`src/rtl/johnson_decoder_monitor.sv`:
```
// johnson_decoder_monitor
//  Receive-side decoder and integrity checker for a WIDTH-bit Johnson
//  (twisted-ring) counter. Each qualified sample is decoded to a binary
//  index, checked for legality and for following the counter's sequence.
//  A HUNT/CHECK/LOCKED FSM tracks sync, and a saturating counter tallies errors.
//  Optional feature macro: JCDEC_ERR_CLR_EN adds a synchronous err_clr input.
module johnson_decoder_monitor #(
  parameter int WIDTH    = 4,
  parameter int IDX_W    = 3,
  parameter int ERR_W    = 8,
  parameter int LOCK_CNT = 4
) (
  input  logic             clk,
  input  logic             reset,
  input  logic [WIDTH-1:0] jc_in,
  input  logic             jc_valid,
`ifdef JCDEC_ERR_CLR_EN
  input  logic             err_clr,
`endif
  output logic [IDX_W-1:0] bin_out,
  output logic             code_ok,
  output logic             seq_ok,
  output logic             locked,
  output logic             err_pulse,
  output logic [ERR_W-1:0] err_count
);

  localparam int RUN_W   = $clog2(LOCK_CNT + 1);
  localparam int NSTATES = 2 * WIDTH;

  typedef enum logic [1:0] {
    HUNT   = 2'd0,
    CHECK  = 2'd1,
    LOCKED = 2'd2
  } state_e;

  state_e           state_q, state_d;
  logic [IDX_W-1:0] prev_q, prev_d;
  logic [RUN_W-1:0] run_q, run_d;
  logic [IDX_W-1:0] bin_q, bin_d;
  logic             code_ok_q, code_ok_d;
  logic             seq_ok_q, seq_ok_d;
  logic             err_pulse_q, err_pulse_d;
  logic [ERR_W-1:0] err_cnt_q, err_cnt_d;

  // ---------------------------------------------------------------------
  // Combinational decode of the incoming code
  // ---------------------------------------------------------------------
  // Pairwise monotonicity: a legal code with LSB=0 never has a 1 below a 0
  // (ones packed at the MSB end); with LSB=1 it never has a 0 below a 1.
  logic [WIDTH-2:0] ones_hi_ok;
  logic [WIDTH-2:0] zeros_hi_ok;

  genvar gi;
  generate
    for (gi = 0; gi < WIDTH - 1; gi++) begin : g_mono
      assign ones_hi_ok[gi]  = jc_in[gi+1] | ~jc_in[gi];
      assign zeros_hi_ok[gi] = jc_in[gi]   | ~jc_in[gi+1];
    end
  endgenerate

  logic [IDX_W-1:0] ones_cnt;
  logic             code_legal;
  logic [IDX_W-1:0] code_idx;
  logic [IDX_W-1:0] prev_succ;
  logic             is_adv;
  logic             is_rep;

  // Population count of the code, then map to index (k ones, or WIDTH+zeros).
  always_comb begin
    ones_cnt = '0;
    for (int i = 0; i < WIDTH; i++) begin
      if (jc_in[i]) ones_cnt = ones_cnt + IDX_W'(1);
    end
    code_legal = jc_in[0] ? (&zeros_hi_ok) : (&ones_hi_ok);
    // WIDTH + zeros == 2*WIDTH - ones; modular wrap keeps it in range.
    code_idx   = jc_in[0] ? (IDX_W'(NSTATES) - ones_cnt) : ones_cnt;
    prev_succ  = (prev_q == IDX_W'(NSTATES - 1)) ? '0 : prev_q + IDX_W'(1);
    is_adv     = (code_idx == prev_succ);
    is_rep     = (code_idx == prev_q);
  end

  // ---------------------------------------------------------------------
  // Next-state: lock FSM, sequence tracking and error accounting
  // ---------------------------------------------------------------------
  logic             count_err;
  logic [RUN_W-1:0] run_inc;

  // Evaluate one qualified sample; everything holds when jc_valid is low.
  always_comb begin
    state_d     = state_q;
    prev_d      = prev_q;
    run_d       = run_q;
    bin_d       = bin_q;
    code_ok_d   = code_ok_q;
    seq_ok_d    = seq_ok_q;
    err_cnt_d   = err_cnt_q;
    count_err   = 1'b0;
    run_inc     = run_q + RUN_W'(1);

    if (jc_valid) begin
      if (!code_legal) begin
        // Illegal code: always an error, never also a sequence error.
        code_ok_d = 1'b0;
        seq_ok_d  = 1'b0;
        count_err = 1'b1;
        state_d   = HUNT;
        run_d     = '0;
      end else begin
        bin_d     = code_idx;
        code_ok_d = 1'b1;
        prev_d    = code_idx;
        case (state_q)
          HUNT: begin
            // First legal code only seeds the tracker; it cannot be judged.
            state_d  = CHECK;
            run_d    = RUN_W'(1);
            seq_ok_d = 1'b0;
          end
          CHECK, LOCKED: begin
            if (is_adv) begin
              seq_ok_d = 1'b1;
              if (state_q == CHECK) begin
                run_d = run_inc;
                if (run_inc == RUN_W'(LOCK_CNT)) state_d = LOCKED;
              end
            end else if (is_rep) begin
              seq_ok_d = 1'b1;
            end else begin
              seq_ok_d  = 1'b0;
              count_err = 1'b1;
              state_d   = HUNT;
              run_d     = '0;
            end
          end
          default: begin
            state_d = HUNT;
            run_d   = '0;
          end
        endcase
      end
    end

    err_pulse_d = count_err;
    if (count_err && (err_cnt_q != '1)) err_cnt_d = err_cnt_q + ERR_W'(1);
`ifdef JCDEC_ERR_CLR_EN
    // Clear beats a simultaneous error; the pulse still reports it.
    if (err_clr) err_cnt_d = '0;
`endif
  end

  // ---------------------------------------------------------------------
  // State and output registers, asynchronously cleared
  // ---------------------------------------------------------------------
  // Register all state and outputs; reset low clears immediately.
  always_ff @(posedge clk or negedge reset) begin
    if (!reset) begin
      state_q     <= HUNT;
      prev_q      <= '0;
      run_q       <= '0;
      bin_q       <= '0;
      code_ok_q   <= 1'b0;
      seq_ok_q    <= 1'b0;
      err_pulse_q <= 1'b0;
      err_cnt_q   <= '0;
    end else begin
      state_q     <= state_d;
      prev_q      <= prev_d;
      run_q       <= run_d;
      bin_q       <= bin_d;
      code_ok_q   <= code_ok_d;
      seq_ok_q    <= seq_ok_d;
      err_pulse_q <= err_pulse_d;
      err_cnt_q   <= err_cnt_d;
    end
  end

  assign bin_out   = bin_q;
  assign code_ok   = code_ok_q;
  assign seq_ok    = seq_ok_q;
  assign locked    = (state_q == LOCKED);
  assign err_pulse = err_pulse_q;
  assign err_count = err_cnt_q;

endmodule
```
`config.mk`:
```
export PLATFORM = sky130hd
export DESIGN_NAME = johnson_decoder_monitor
export DESIGN_NICKNAME = d
export VERILOG_FILES = /design/src/rtl/johnson_decoder_monitor.sv
export SDC_FILE = /design/constraint.sdc
export NUM_CORES = 1
export LEC_CHECK = 0
export BUFFER_PORTS_ARGS = -buffer_cell sky130_fd_sc_hd__buf_4
export CAP_MARGIN = 20
export CORE_MARGIN = 10
export CORE_UTILIZATION = 35
export DETAILED_ROUTE_END_ITERATION = 12
export PLACE_DENSITY = 0.5
export SLEW_MARGIN = 5
export SYNTH_ARGS = -nofsm -noshare
export SYNTH_HDL_FRONTEND = slang
export SYNTH_SLANG_ARGS = --single-unit
```
`constraint.sdc`:
```
create_clock -name clk -period 6.6 [get_ports clk]
set_clock_uncertainty 0.1 [all_clocks]
set_input_delay 0.33 -clock clk [delete_from_list [all_inputs] [get_ports clk]]
set_output_delay 0.33 -clock clk [all_outputs]
set_load 0.03 [all_outputs]
```
==> key figures, run 1 <==
Yosys
  – Synth Instances: 151
  – Yosys reg bits: 19
  – Synthesized net count: 172
  – Post-synth top flop: dfrtp_1
  – Post-Syn Area: 1520 um2
  – Post-synthesis cell type count: 50
  – Post-synthesis sequential area ratio: 31.3%
  – Asr flop ratio synth: 100%
  – Synth warn: 0
  – Avg Inst Size Synth: 10.1 um2
  – Post-synth EDFFs: 0

Timing
  – Setup TNS: 0 ns
  – Tmin final: 3.56 ns
  – RSZ-0062 raised after global routing: no
  – Final setup vio count: 0
  – Rel. slew slack: 54.4%
  – Final hold violation count: 0
  – Tcrit/Tclk final: 53.9%
  – Final Max Slew Viols: 0
  – Actual slew at the worst max-slew pin: 0.680 ns
  – Achievable frequency: 0.281 GHz

Placement
  – Final HPWL DP: 2430 um
  – Gpl congestion: 0.779
  – I/O Buffers: 21

Routing
  – DRT iter0 DRCs: 46
  – WL per Instance: 14.3 um
  – TritonRoute pass-1 iters: 4
  – ANT nets after route: 0
  – Via count: 1,169
  – Drt total wl: 3170 um
  – DR vias/cell: 5.27
  – DRC: 0

Clock network
  – Cts repair resizes: 0
  – Clk pin slew, worst setup/hold paths: 0.07 ns
  – CTS buffer count: 3
  – Worst skew pair latency: 0.26 ns
  – CTS tree: built
  – Clk root buf: clkbuf_8
  – H-Tree Level Count: 1
  – Clk buf depth: 2
  – Num Clock Sinks: 19

Final layout
  – Ant. Diodes: 0
  – Share of layout cells above drive strength 1: 19.8%
  – Most frequent cells in the layout: 21 x buf_4, 19 x dfrtp_1, 14 x ha_1
  – Synth-to-layout area growth: 16.6%
  – Fillcell total: 401
  – Area of the multi-input gates: 991 um2
  – Fin nets: 194
  – Commonest non-fill, non-tap cell in the layout: buf_4
  – Register area: 475 um2

GRT
  – Largest net degree at the start of global routing: 20
  – Initial antenna violation count: 0
  – Number of global-route vias before repair: 1,140
  – GR peak layer: met2
  – Gr usage total: 8.69%
  – GR Util met3: 2.27%
  – Met1 Use GR: 11.3%
  – First-pass GRT wire length: 5420 um
  – Routing usage on met2: 13.0%
  – Remaining Overflow, GRT: 0

Setup path
  – Top Family by Delay on Critical Path: compound AO/OA/AOI/OAI gates
  – Worst-path fanout max: 10
  – CP max-delay cell: o31ai_2
  – Worst setup EP type: flip-flop
  – Critical Path RT: 6.65 ns
  – CP arrival: 3.60 ns
  – Crit Path Class: primary input to flip-flop
  – Worst path max stage delay: 0.55 ns
  – CP startpoint kind: primary input
  – CP Cell Sequence: buf_4 -> inv_1 -> ha_1 -> xor2_2 -> ha_1 -> and3b_1 -> or4_4 -> a21oi_1 -> o21ai_1 -> o31ai_2 -> nor3_2 -> mux2_4
  – Buffers plus inverters on the worst setup path: 2
  – CP dominant cell by count: ha_1

Pwr
  – Max VDD drop: 0.144 mV
  – Final Power: 585 uW
  – Pleak: 0.829 nW
  – Pwr Density: 331 nW/um2

Die
  – Die height: 85.9 um
  – Starting Density: 37.1%
  – Core area: 4090 um2
  – Cell Rows: 23
  – Top-level I/O count: 22
  – Die width: 85.9 um
  – Die area: 7370 um2

Run
  – Maxcap violations: 0

Run status
  – Status: complete, no violations

Worst hold path
  – Worst Hold Class: primary input to flip-flop
-- cell usage after synthesis, types with 2 or more instances --
cell type / number / area share [%]
a2111oi_0: 2 / 1.2
a211o_1: 2 / 1.2
a21o_1: 2 / 0.99
a21oi_1: 3 / 0.99
and2_1: 4 / 1.6
and3_1: 5 / 2.1
buf_2: 2 / 0.66
dfrtp_1: 19 / 31
ha_1: 14 / 12
inv_1: 7 / 1.7
mux2i_1: 3 / 2.0
nand2_1: 12 / 3.0
nand3_1: 3 / 0.99
nor2_1: 2 / 0.49
nor2b_1: 3 / 1.2
o2111ai_1: 3 / 1.7
o211ai_1: 3 / 1.5
o21a_1: 2 / 0.99
o21ai_0: 9 / 3.0
o21ai_1: 4 / 1.3
o31ai_1: 2 / 0.99
xnor2_1: 10 / 5.8
xnor3_1: 2 / 3.0
xor2_1: 7 / 4.0
-- stage by stage --
stage | setup WS [ns] | cells | hold slack (ns) | area [um2] | util, %
after floorplan | 3.05 | 151 | -0.0656 | 1520 | -
after global routing | 2.86 | 222 | 0.245 | 1770 | 43.3
after CTS | 3.09 | 222 | 0.234 | 1770 | 43.3
final | 3.04 | 222 | 0.246 | 1770 | 43.3
after detailed placement | 2.84 | 217 | 0.125 | 1710 | 41.9
after global placement | 2.92 | 217 | 0.121 | 1710 | 41.9
-- worst reg2reg max path: cells and delay by family, from the launching register on --
kind | cells | cell delay (ns)
adders and majority gates | 2 | 0.51
and+or+nand+nor | 2 | 0.35
muxes | 1 | 0.31
xor gates and xnor gates | 1 | 0.40
AOI/OAI and AO/OA | 2 | 0.70
DFF | 1 | 0.44
-- worst paths after layout --
check | cells past startpoint | start | slack [ns] | endpoint
worst min register to register | 2 | seq_ok | 0.40 | seq_ok
worst max-delay path | 12 | jc_in[0] | 3.04 | state_q[1]
max in group asynchronous | 2 | reset | 5.82 | err_count[2]
worst max register to register | 8 | bin_out[0] | 3.68 | state_q[1]
worst min-delay path | 2 | jc_valid | 0.25 | code_ok
min in group asynchronous | 2 | reset | 0.38 | err_pulse
-- power by group --
group          switching [mW]  internal (mW)
Clock                  0.0401         0.0420
Sequential             0.0362          0.150
Combinational           0.187          0.130
Total                   0.263          0.322
-- timing repair --
item | in CTS | in global routing
endpoints found under the hold margin | 19 | 0
setup buffers | 0 | 0
hold buffers | 1 | 0
-- kinds of logic after synthesis --
kind of cell,Yosys count,share of synthesized area (%)
DFF,19,31.3
and+or+nand+nor,40,15.4
buffers and inverters,12,3.38
muxes,5,3.71
adders and majority gates,14,11.5
AOI/OAI and AO/OA,41,20.8
xor gates and xnor gates,20,13.8
-- layer usage --
| layer | share of wire (%) | vias to the layer above |
|---|---|---|
| met1 | 50 | 548 |
| li1 | - | 600 |
| met5 | 0 | - |
| met3 | 5.0 | 2 |
| met4 | 1.1 | 0 |
| met2 | 44 | 19 |
-- area by class of cell --
class	count	area share, %
clock buffer	3	2.33
clock inverter	1	0.283
inverter	7	1.49
multi-input combinational	120	56.0
sequential	19	26.9
tap	50	3.54
timing repair buffer	22	9.48
-- sequential cells by signal, indices dropped and copies added, names as in the netlist --
register	count
state_q	2
err_count	8
err_pulse	1
run_q	3
bin_out	3
code_ok	1
seq_ok	1
Note: power is estimated with default switching activity, not from simulation.
==> inputs of run 2 (changes only) <==
clock period = 3.55 ns   (was 6.6 ns; I/O delays follow)
==> run 2 against run 1 <==
Against the previous run: hold slack lost 0.16 ns; count of clock-buffer cells in the layout is the same; cell count grew 2.7%; global-route usage grew 0.12 points; clock power grew 92%; first-iteration DRC count shrank 13%; largest cell class unchanged.
==> key figures, run 2 (synthesis gave the netlist of run 1 again) <==
Pwr
  – Pleak: 0.856 nW
  – Max VDD drop: 0.234 mV
  – Pwr Density: 614 nW/um2
  – Final Power: 1.12 mW

Worst hold path
  – Hold path depth: 2
  – Worst Hold Class: primary input to flip-flop

Die
  – Top-level I/O count: 22
  – Die area: 7370 um2
  – Core area: 4090 um2
  – Die width: 85.9 um
  – Starting Density: 37.1%
  – Cell Rows: 23
  – Die height: 85.9 um

Setup path
  – Critical Path RT: 3.61 ns
  – R2R depth: 8
  – CP startpoint kind: primary input
  – CP arrival: 3.31 ns
  – Worst setup EP type: flip-flop
  – Worst-path fanout max: 10
  – Crit Path Class: primary input to flip-flop

GRT
  – Largest net degree at the start of global routing: 20
  – Number of global-route vias before repair: 1,128
  – Initial antenna violation count: 0
  – Gr usage total: 8.82%
  – First-pass GRT wire length: 5440 um
  – Remaining Overflow, GRT: 0

Clock network
  – Clk buf depth: 2
  – CTS tree: built
  – CTS buffer count: 3
  – Num Clock Sinks: 19
  – Clk root buf: clkbuf_8
  – Clk pin slew, worst setup/hold paths: 0.08 ns
  – H-Tree Level Count: 1
  – Post-CTS setup buffers: 0
  – Worst skew pair latency: 0.26 ns

Routing
  – WL per Instance: 14.2 um
  – Drt total wl: 3230 um
  – TritonRoute pass-1 iters: 4
  – DRT iter0 DRCs: 40
  – Via count: 1,175
  – DR vias/cell: 5.15
  – DRC: 0
  – ANT nets after route: 0

Timing
  – Tcrit/Tclk final: 91.7%
  – Final hold violation count: 0
  – Actual slew at the worst max-slew pin: 0.704 ns
  – Setup TNS: 0 ns
  – Final Max Slew Viols: 0
  – Final setup vio count: 0
  – Rel. slew slack: 52.7%
  – Achievable frequency: 0.307 GHz
  – RSZ-0062 raised after global routing: no
  – Tmin final: 3.26 ns

Placement
  – Gpl congestion: 0.794
  – I/O Buffers: 21
  – Final HPWL DP: 2540 um

Final layout
  – Commonest non-fill, non-tap cell in the layout: buf_4
  – Synth-to-layout area growth: 19.7%
  – Largest register FFs: 8
  – Fin nets: 200
  – Fillcell total: 398
  – Most frequent cells in the layout: 27 x buf_4, 19 x dfrtp_1, 14 x ha_1
  – Ant. Diodes: 0
  – Share of layout cells above drive strength 1: 22.5%

Run
  – Maxcap violations: 0

Run status
  – Status: complete, no violations
run 2: final timing paths:
check	start	to	slack (ns)
min reg2reg	err_count[5]	err_count[5]	0.39
min	jc_valid	code_ok	0.08
max in group asynchronous	reset	err_count[3]	2.92
max	jc_in[0]	state_q[1]	0.29
min in group asynchronous	reset	state_q[0]	0.22
max reg2reg	bin_out[0]	state_q[1]	0.65
run 2: routing by layer:
layer | global-route usage, % | vias to the layer above | share of wire [%]
li1 | - | 610 | -
met1 | 11.8 | 540 | 51
met2 | 12.7 | 20 | 42
met3 | 2.18 | 5 | 4.7
met4 | 4.49 | 0 | 1.9
met5 | 0 | - | 0
run 2: critical path, stage by stage:
cell	delay, ns
buf_4	0.14
inv_1	0.08
ha_1	0.34
xor2_2	0.19
ha_1	0.33
and3b_1	0.19
or4_4	0.50
a21oi_1	0.21
o21ai_1	0.18
o31ai_2	0.53
nor3_2	0.13
mux2_4	0.31
run 2: cell type report:
type | instances | area [um2] | area share, %
clock buffer | 3 | 41.3 | 2.27
clock inverter | 1 | 7.51 | 0.413
inverter | 7 | 26.3 | 1.45
multi-input combinational | 120 | 991 | 54.5
sequential | 19 | 475 | 26.2
tap | 50 | 62.6 | 3.44
timing repair buffer | 28 | 213 | 11.7
run 2: metrics by stage:
step	util, %	worst slack, ns	hold slack [ns]	cell area, um2	std cells
final	44.5	0.295	0.0827	1820	228
after global routing	44.5	0.105	0.0975	1820	228
after CTS	44.5	0.315	0.0727	1820	228
after detailed placement	43.0	0.0420	-0.0247	1760	223
after global placement	43.0	0.123	-0.0337	1760	223
after floorplan	-	0.152	-0.218	1520	151
run 2: what timing repair did:
item	CTS	global route
hold endpoints to repair	19	0
gates resized for setup	0	0
hold buffers	1	0
run 2: where the power goes:
group	total [mW]	internal [mW]	switching [mW]
combinational	0.610	0.257	0.353
sequential	0.348	0.280	0.0679
clock	0.158	0.0792	0.0785
total	1.12	0.616	0.500
==> inputs of run 3 (changes only) <==
CORE_MARGIN = 2   (was 10)
PLACE_DENSITY = 0.65   (was 0.5)
TNS_END_PERCENT = 50   (was not set)
==> run 3 against run 2 <==
Against the previous run: die area fell by 34%; count of clock-buffer cells in the layout rose by 1; hold slack improved by 0.041 ns; wire length fell by 6.1%; cell count fell by 0.88%; utilization fell by 0.46 points; fmax rose by 0.15%; sequential cell count did not move; worst setup slack improved by 0.0049 ns; via count rose by 0.60%; first-iteration DRC count rose by 80%; largest cell class unchanged; largest power group unchanged; highest routed layer unchanged.
==> key figures, run 3 (synthesis gave the netlist of run 1 again) <==
Run status
  – Status: complete, no violations

Timing
  – Final Max Slew Viols: 0
  – RSZ-0062 raised after global routing: no
  – Tcrit/Tclk final: 91.6%
  – Tmin final: 3.25 ns
  – Rel. slew slack: 55.1%
  – Final setup vio count: 0
  – Final hold violation count: 0
  – Min Hold Slack: 0.124 ns
  – Final WS setup: 0.299 ns
  – Achievable frequency: 0.308 GHz
  – Actual slew at the worst max-slew pin: 0.669 ns
  – Setup TNS: 0 ns

Final layout
  – Synth-to-layout area growth: 18.5%
  – Commonest non-fill, non-tap cell in the layout: buf_4
  – Final Non-Filler Cells: 226
  – Most frequent cells in the layout: 25 x buf_4, 19 x dfrtp_1, 14 x ha_1
  – Ant. Diodes: 0
  – Fin nets: 198
  – Share of layout cells above drive strength 1: 21.0%
  – Largest register FFs: 8

Clock network
  – Post-CTS setup buffers: 0
  – H-Tree Level Count: 1
  – Post-CTS Hold Fix Bufs: 1
  – CTS tree: built
  – Worst skew pair latency: 0.25 ns
  – Num Clock Sinks: 19
  – Clk pin slew, worst setup/hold paths: 0.07 ns
  – CTS buffer count: 3
  – Clk buf depth: 2
  – Clk root buf: clkbuf_8
  – Cts repair resizes: 0

Pwr
  – Max VDD drop: 0.192 mV
  – Final Power: 1.09 mW
  – Pwr Density: 605 nW/um2
  – Pleak: 0.847 nW

Setup path
  – Stages on the worst setup path: 12
  – CP dominant cell by count: ha_1
  – CP Cell Sequence: buf_4 -> inv_1 -> ha_1 -> xor2_2 -> ha_1 -> and3b_1 -> or4_4 -> a21oi_1 -> o21ai_1 -> o31ai_2 -> nor3_2 -> mux2_4
  – Crit Path Class: primary input to flip-flop
  – CP max-delay cell: o31ai_2
  – Worst path max stage delay: 0.53 ns
  – Worst-path fanout max: 7
  – CP arrival: 3.29 ns
  – CP startpoint kind: primary input
  – Buffers plus inverters on the worst setup path: 2
  – Top Family by Delay on Critical Path: compound AO/OA/AOI/OAI gates
  – Worst setup EP type: flip-flop
  – Critical Path RT: 3.59 ns
  – R2R depth: 8

Routing
  – ANT nets after route: 0
  – DRC: 0
  – DR vias/cell: 5.23
  – DRT iter0 DRCs: 72
  – WL per Instance: 13.4 um
  – TritonRoute pass-1 iters: 4
  – Via count: 1,182
  – Drt total wl: 3040 um

GRT
  – Gr usage total: 13.2%
  – Initial antenna violation count: 0
  – Largest net degree at the start of global routing: 20
  – Number of global-route vias before repair: 1,157
  – Remaining Overflow, GRT: 0
  – First-pass GRT wire length: 5310 um

Worst hold path
  – Hold path depth: 2
  – Worst Hold Class: primary input to flip-flop

Placement
  – Gpl congestion: 0.880
  – Pre-CTS setup slack: 0.0445 ns
  – I/O Buffers: 21
  – Final HPWL DP: 2340 um
  – Inst Count DP: 221

Die
  – Starting Density: 37.1%
  – Die width: 69.9 um
  – Die height: 69.9 um
  – Core area: 4090 um2
  – Cell Rows: 23
  – Top-level I/O count: 22
  – Die area: 4880 um2

Run
  – Maxcap violations: 0
## run 3: changes by cell type in the layout (fill, tap and decap cells not counted)
cell | before | now
buf_4 | 27 | 25
clkbuf_1 | 0 | 1
clkinvlp_4 | 1 | 0
## run 3: worst reg2reg max path, cell delays in order, from the launching register on
cell and delay (ns):
dfrtp_1 0.45, ha_1 0.24, ha_1 0.28, xnor3_1 0.40
and3_1 0.21, o21ai_1 0.32, o31ai_2 0.21, nor3_2 0.30
mux2_4 0.33
## run 3: path summary, 6_finish.rpt
check / to / slack (ns) / start
hold / removal: code_ok / 0.12 / jc_valid
setup reg to reg: state_q[1] / 0.61 / bin_out[0]
min in group asynchronous: state_q[1] / 0.23 / reset
hold reg to reg: seq_ok / 0.39 / seq_ok
setup / recovery: state_q[1] / 0.30 / jc_in[0]
max in group asynchronous: bin_out[1] / 2.91 / reset
## run 3: routing by layer
metal,GRT usage (%),share of wire [%]
met1,18.2,51
met3,2.60,4.1
met5,0,0
met2,20.5,43
met4,4.49,1.1
## run 3: through the flow
stage	util, %	area (um2)
after global routing	44.0	1800
final	44.0	1800
after detailed placement	42.7	1740
after global placement	42.7	1740
after floorplan	-	1520
after CTS	44.0	1800
## run 3: layout make-up
cell class | instances | area (um2)
sequential | 19 | 475
multi-input combinational | 120 | 991
clock buffer | 4 | 45.0
fill | 407 | 2290
timing repair buffer | 26 | 198
tap | 50 | 62.6
inverter | 7 | 26.3
## run 3: power by group
group | internal, mW | switching (mW)
clock network | 0.0796 | 0.0696
registers | 0.280 | 0.0714
logic | 0.246 | 0.341
total | 0.605 | 0.482
